### src/rtl/fpu_addsub_arbiter.sv
// Purpose   : round-robin share of one external fp16 add/sub unit between NUM_REQ requesters.
// Latency   : request accepted at edge T -> operands registered, adder evaluated, respValid from edge T+1.
// Backpress : one operation in flight; no request accepted until the response handshake completes.
//
// Ports: clock/reset (sync, active-high); reqValid/reqReady/reqIn1/reqIn2/reqSub per requester;
//        fpuIn1/fpuIn2/sub/op drive the shared adder, fpuOut/condCodes come back from it;
//        respValid/respReady/respData/respCC/respId response channel; busy = not idle.

package fpu_addsub_arbiter_pkg;
    typedef logic [15:0] fp16_t;
    typedef enum logic {
        FPU_ADD = 1'b0,
        FPU_SUB = 1'b1
    } fpuOp_t;
endpackage

module fpu_addsub_arbiter
    import fpu_addsub_arbiter_pkg::*;
#(
    parameter int NUM_REQ = 2,
    parameter int ID_W    = $clog2(NUM_REQ)
) (
    input  logic                  clock,
    input  logic                  reset,
    input  logic [NUM_REQ-1:0]    reqValid,
    output logic [NUM_REQ-1:0]    reqReady,
    input  fp16_t [NUM_REQ-1:0]   reqIn1,
    input  fp16_t [NUM_REQ-1:0]   reqIn2,
    input  logic [NUM_REQ-1:0]    reqSub,
    output fp16_t                 fpuIn1,
    output fp16_t                 fpuIn2,
    output logic                  sub,
    output fpuOp_t                op,
    input  fp16_t                 fpuOut,
    input  logic [3:0]            condCodes,
    output logic                  respValid,
    input  logic                  respReady,
    output fp16_t                 respData,
    output logic [3:0]            respCC,
    output logic [ID_W-1:0]       respId,
    output logic                  busy
);

    typedef enum logic [1:0] {
        IDLE = 2'd0,
        EXEC = 2'd1,
        RESP = 2'd2
    } state_t;

    state_t          state_q, state_d;
    logic [ID_W-1:0] rr_ptr_q, rr_ptr_d;
    logic [ID_W-1:0] gnt_id_q, gnt_id_d;
    fp16_t           in1_q, in1_d;
    fp16_t           in2_q, in2_d;
    logic            sub_q, sub_d;
    logic            resp_vld_q, resp_vld_d;
    fp16_t           resp_dat_q, resp_dat_d;
    logic [3:0]      resp_cc_q, resp_cc_d;
    logic [ID_W-1:0] resp_id_q, resp_id_d;

    logic [ID_W-1:0] grant;
    logic            grant_vld;
    logic [ID_W-1:0] idx;

    // Scan offsets from the highest down so the last hit, i.e. the one
    // closest to rr_ptr_q going upward with wrap, is the one kept.
    always_comb begin
        grant     = '0;
        grant_vld = 1'b0;
        idx       = '0;
        for (int i = NUM_REQ - 1; i >= 0; i--) begin
            idx = ID_W'((int'(rr_ptr_q) + i) % NUM_REQ);
            if (reqValid[idx]) begin
                grant     = idx;
                grant_vld = 1'b1;
            end
        end
    end

    always_comb begin
        state_d    = state_q;
        rr_ptr_d   = rr_ptr_q;
        gnt_id_d   = gnt_id_q;
        in1_d      = in1_q;
        in2_d      = in2_q;
        sub_d      = sub_q;
        resp_vld_d = resp_vld_q;
        resp_dat_d = resp_dat_q;
        resp_cc_d  = resp_cc_q;
        resp_id_d  = resp_id_q;
        reqReady   = '0;
        case (state_q)
            IDLE: begin
                if (grant_vld) begin
                    reqReady[grant] = 1'b1;
                    in1_d    = reqIn1[grant];
                    in2_d    = reqIn2[grant];
                    sub_d    = reqSub[grant];
                    gnt_id_d = grant;
                    rr_ptr_d = (grant == ID_W'(NUM_REQ - 1)) ? '0 : grant + ID_W'(1);
                    state_d  = EXEC;
                end
            end
            EXEC: begin
                // Operands have been stable for the whole cycle; sample the adder.
                resp_dat_d = fpuOut;
                resp_cc_d  = condCodes;
                resp_id_d  = gnt_id_q;
                resp_vld_d = 1'b1;
                state_d    = RESP;
            end
            RESP: begin
                if (respReady) begin
                    resp_vld_d = 1'b0;
                    state_d    = IDLE;
                end
            end
            default: state_d = IDLE;
        endcase
    end

    always_ff @(posedge clock) begin
        if (reset) begin
            state_q    <= IDLE;
            rr_ptr_q   <= '0;
            gnt_id_q   <= '0;
            in1_q      <= '0;
            in2_q      <= '0;
            sub_q      <= 1'b0;
            resp_vld_q <= 1'b0;
            resp_dat_q <= '0;
            resp_cc_q  <= '0;
            resp_id_q  <= '0;
        end else begin
            state_q    <= state_d;
            rr_ptr_q   <= rr_ptr_d;
            gnt_id_q   <= gnt_id_d;
            in1_q      <= in1_d;
            in2_q      <= in2_d;
            sub_q      <= sub_d;
            resp_vld_q <= resp_vld_d;
            resp_dat_q <= resp_dat_d;
            resp_cc_q  <= resp_cc_d;
            resp_id_q  <= resp_id_d;
        end
    end

    assign fpuIn1    = in1_q;
    assign fpuIn2    = in2_q;
    assign sub       = sub_q;
    assign op        = sub_q ? FPU_SUB : FPU_ADD;
    assign respValid = resp_vld_q;
    assign respData  = resp_dat_q;
    assign respCC    = resp_cc_q;
    assign respId    = resp_id_q;
    assign busy      = (state_q != IDLE);

endmodule

### config.mk
export PLATFORM = sky130hd
export DESIGN_NAME = fpu_addsub_arbiter
export DESIGN_NICKNAME = d
export VERILOG_FILES = /design/src/rtl/fpu_addsub_arbiter.sv
export SDC_FILE = /design/constraint.sdc
export NUM_CORES = 1
export LEC_CHECK = 0
export ABC_AREA = 1
export CAP_MARGIN = 15
export CORE_ASPECT_RATIO = 1.1
export CORE_MARGIN = 1
export CORE_UTILIZATION = 39
export DETAILED_ROUTE_END_ITERATION = 6
export PLACE_DENSITY = 0.81
export SLEW_MARGIN = 25
export SYNTH_ARGS = -nofsm -noshare
export SYNTH_HDL_FRONTEND = slang
export SYNTH_SLANG_ARGS = --single-unit
### constraint.sdc
create_clock -name clock -period 1.2 [get_ports clock]
set_input_delay 0.18 -clock clock [delete_from_list [all_inputs] [get_ports clock]]
set_output_delay 0.18 -clock clock [all_outputs]
set_load 0.01 [all_outputs]
# Word-level counts from Yosys, hierarchy flattened

Index checks and enable logic that the tools add are counted.
W data, S select, Z words.

Register bits: 59
Bits of input ports: 91
Logic and storage cells: 52
Output and inout bits: 59

Muxes and demuxes: 25
Reductions and logical operators: 7
Order comparisons: 4
Eq/ne operators: 4
Add/sub/neg operators: 2

Operator list:

| cell                  | number |
|---|---|
| $mux W16              | 4 |
| $mux W1               | 14 |
| $mux W2               | 4 |
| $lt A1 B2 Y1 const B  | 3 |
| $pmux W2 S3           | 1 |
| $reduce_and A2 Y1     | 3 |
| $ne A2 B2 Y1 const B  | 2 |
| $reduce_bool A2 Y1    | 2 |
| $add A1 B1 Y1 const B | 2 |
| $eq A2 B1 Y1 const B  | 1 |
| $eq A2 B2 Y1 const B  | 1 |
| $logic_not A2 Y1      | 1 |
| $pmux W1 S2           | 1 |
| $demux W1 S1          | 1 |
| $ge A1 B1 Y1 const B  | 1 |
| $logic_and A1 B1 Y1   | 1 |

# Depth between registers and ports, before layout

Depth in word-level cells: 11
Mapped depth: 7
Mapped depth without buffers: 6

# Worst setup path before layout

OpenSTA, ideal clock, no wires.

Kind: register to output
From: register state_q[0]
To: output port reqReady[1]
Slack: 13 ps
Arrival: 1007 ps
Path buffers: 2
Required time: 1020 ps
Stages on the path, launching flop included: 6
Path through: dfxtp_1 nor2_2 buf_4 buf_2 nand3_1 inv_1

Word-level cells in the longest chain between the ends: 2

Ends and longest elaborated chain:

| what                     | line | text |
|---|---|---|
| start: declaration       | 50   | `state_t state_q, state_d;` |
| start signal: assignment | 135  | `state_q <= state_d;` |
| $logic_not A2 Y1         | 92   | `case (state_q)` |
| $mux W2                  | 92   |  |
| end: declaration         | 26   | `output logic [NUM_REQ-1:0] reqReady,` |

Every way passes these cells.

# Final worst setup path

From: register state_q[1]
To: output port reqReady[1]

The elaborated chain is that of the path after synthesis.

==> qor.yml <==
critical_path:
  crit_path_start_kind: "register"
  crit_path_end_kind: "output port"
  crit_chain: "nor2_4 -> buf_4 -> nand3_2 -> inv_2 -> buf_6"
  critPathRequiredTime_ns: 1.02
  max_stage_delay_ns: 0.33
  crit_path_max_fanout: 3
  crit_type: "reg -> out"
  crit_buf_inv: 3
  worstPathArrival_ns: 1.20
  crit_family: "flip-flops"
  slowest_stage: "dfxtp_2"
clocking:
  cts_buffers: 9
  ctsHoldBuffers: 0
  cts_tree: "yes"
  clk_latency_ns: 0.34
  clk_pin_slew_worst_paths_ns: 0.06
  cts_max_level: 3
  cts.sinks: 59
  clock_path_buffers: 2
  ctsRootBufferMaster: "clkbuf_8"
routing:
  drc_errors: 0
  dr.pass1.iters: 4
  wire_per_inst_microns: 13.6
  drt_wl_total_mm: 8.61
  num_vias: 3157
  drt_iter0_drc: 134
  ant_nets: 0
  vias_per_cell: 4.98
cells_and_area:
  antenna_cells: 0
  multi_input_area_sq_mm: 0.00124
  syn_to_final_growth_pct: 76.0
  nets: 639
  fill_cells: 539
  seqCellArea_sq_mm: 0.00119
  fin_cells: 634
  drive_gt1_frac: 0.147
pwr:
  pwr-share-comb: 0.297
  switching_share: 0.282
  p_per_area_mw_per_mm2: 1260
  power.switching_w: 0.00168
  p_seq_frac: 0.379
  leakage_nw: 2.41
  ir_drop_mv: 0.918
  clkPwrFrac: 0.323
  power.internal_w: 0.00427
timing:
  maxSlewViolCount: 0
  worst-slew-pin-transition_ns: 0.278
  setup_viol: 38
  slew_headroom: 0.815
  rsz0062_at_grt: "true"
  hold_violations: 0
  final.period_utilization: 1.15
  min_period_ns: 1.38
  worst_slack_ns: -0.176
  hold_ws_ns: 0.465
  max_freq_mhz: 726
  skew_ns: 0.00956
die:
  start_util: 0.406
  die-area_sq_mm: 0.00725
  die_y_microns: 89.2
  row_count: 31
  io_pins: 150
  dieWidth_microns: 81.3
  core_sq_mm: 0.00663
synth:
  synth_xor_area_frac: 0
  synth_area_sq_mm: 0.00270
  synthMuxAreaShare: 0
  avgSynthCellArea_sq_um: 7.00
  synth_top_family_by_area: "simple AND/OR/NAND/NOR gates"
  yosysWarnings: 0
  async_reset_ff_frac: 0
  syn_inst: 385
  synth.top_cell.area_share: 0.438
  ys_seq_area_frac: 0.438
  synth_ff_type: "dfxtp_1"
  synth_largest_area_cell: "dfxtp_1"
  synth_compound_area_frac: 0.0715
  synth_seq_cells: 59
  synth-adder-area-share: 0
  synth_common_cells: "72 x nand2_1, 68 x nand3_1, 59 x dfxtp_1"
  synth_edf_count: 0
  yosys.area_share.simple: 0.359
  synth_nets: 476
  yosysMostFrequentCell: "nand2_1"
  ys_types: 18
  synth.top_cells.by_area: "dfxtp_1 44%, nand3_1 13%, nand2_1 10%"
grt:
  grt_pass1_wl_mm: 13.4
  top_usage_layer: "met2"
  grt_usage: 0.242
  grtUsageMet1: 0.269
  met2_usage: 0.407
  overflow: 0
  grt_max_degree: 35
  grt_pass1_vias: 2961
  use_met3: 0.108
  antenna_found_initial: 0
job:
  maxCapViolCount: 0
run_status:
  violations: "setup timing"
  outcome: "complete, but fails checks"
placement:
  place_congestion: 0.748
  portBuffers: 149
  dp.cells: 609
  hpwlAfterDp_mm: 5.76
  dp_slack_ns: -0.529
min_path:
  hold_path.class: "in -> reg"
## flip-flops by register name (all words and copies together) (netlist names)
register,flops
state_q,2
fpuIn1,16
respValid,1
respCC,4
respData,16
respId,1
fpuIn2,16
sub,1
gnt_id_q,1
rr_ptr_q,1
## layer usage
metal  vias up  wire [microns]
li1       1566               -
met1      1448            3370
met2       132            4230
met3        11             893
met4         0             126
met5         -               0
## stage by stage
step	util	total power, W	instance area (sq um)	setup TNS [ns]
after floorplan	-	0.00305	2700	0
after global placement	0.654	0.00392	4340	-16.12
after detailed placement	0.654	0.00395	4340	-17.48
after CTS	0.705	0.00592	4670	-4.76
after global routing	0.715	0.00627	4740	-7.07
final	0.715	0.00595	4740	-4.79
## what timing repair did
item / 4_1_cts / 5_1_grt
setup buffers: 6 / 2
cloned: 2 / 0
endpoints found under the hold margin: 0 / 0
resized for setup: 102 / 22
pin swaps: 8 / 1
setup endpoints to repair: 95 / 62
## cells in the final DEF, fill, tap and decap left out, types with 6 or more instances in the layout
| master | synthesis | routed |
|---|---|---|
| buf_6 | 4 | 6 |
| nand3_1 | 68 | 61 |
| nand2_1 | 72 | 63 |
| dlygate4sd2_1 | 0 | 55 |
| nand3_2 | 0 | 7 |
| clkbuf_8 | 0 | 13 |
| o21ai_0 | 21 | 21 |
| buf_4 | 4 | 17 |
| dfxtp_1 | 59 | 56 |
| nand2_2 | 0 | 8 |
| nand4_1 | 26 | 26 |
| inv_1 | 48 | 45 |
| nor2_1 | 45 | 45 |
| a21oi_1 | 11 | 7 |
| clkdlybuf4s50_1 | 0 | 88 |
## layout make-up
class | count | area share
Clock buffer | 14 | 0.0385
Clock inverter | 1 | 0.00633
Inverter | 49 | 0.0388
Multi-Input combinational cell | 248 | 0.262
Sequential cell | 59 | 0.250
Tap cell | 82 | 0.0216
Timing Repair Buffer | 181 | 0.382
## cell families (layout without fill, tap and decap cells)
| group | Yosys count | in the layout |
|---|---|---|
| compound gates | 34 | 34 |
| flops | 59 | 59 |
| simple gates | 214 | 214 |
| buf+inv | 78 | 245 |
## power groups by stage
stage / sequential (W) / combinational, W / clock [W]
4_1_cts: 0.00226 / 0.00171 / 0.00195
3_3_place_gp: 0.00229 / 0.00162 / 0
6_report: 0.00226 / 0.00177 / 0.00192
5_1_grt: 0.00228 / 0.00193 / 0.00206
2_1_floorplan: 0.00238 / 0.000670 / 0
3_5_place_dp: 0.00230 / 0.00165 / 0
## worst paths after layout
kind / depth (start not counted) / slack [ns] / from / to
hold / removal: 3 / 0.46 / fpuOut[14] / respData[14]
setup reg to reg: 9 / -0.16 / state_q[1] / fpuIn1[15]
setup / recovery: 5 / -0.18 / state_q[1] / reqReady[1]
hold reg to reg: 2 / 0.46 / fpuIn2[1] / fpuIn2[1]
## worst min-delay path: stages
cell and delay [ns]:
clkdlybuf4s50_1 0.39, o21ai_0 0.15, nor2_1 0.04
Power figures use the tool's default switching activity.
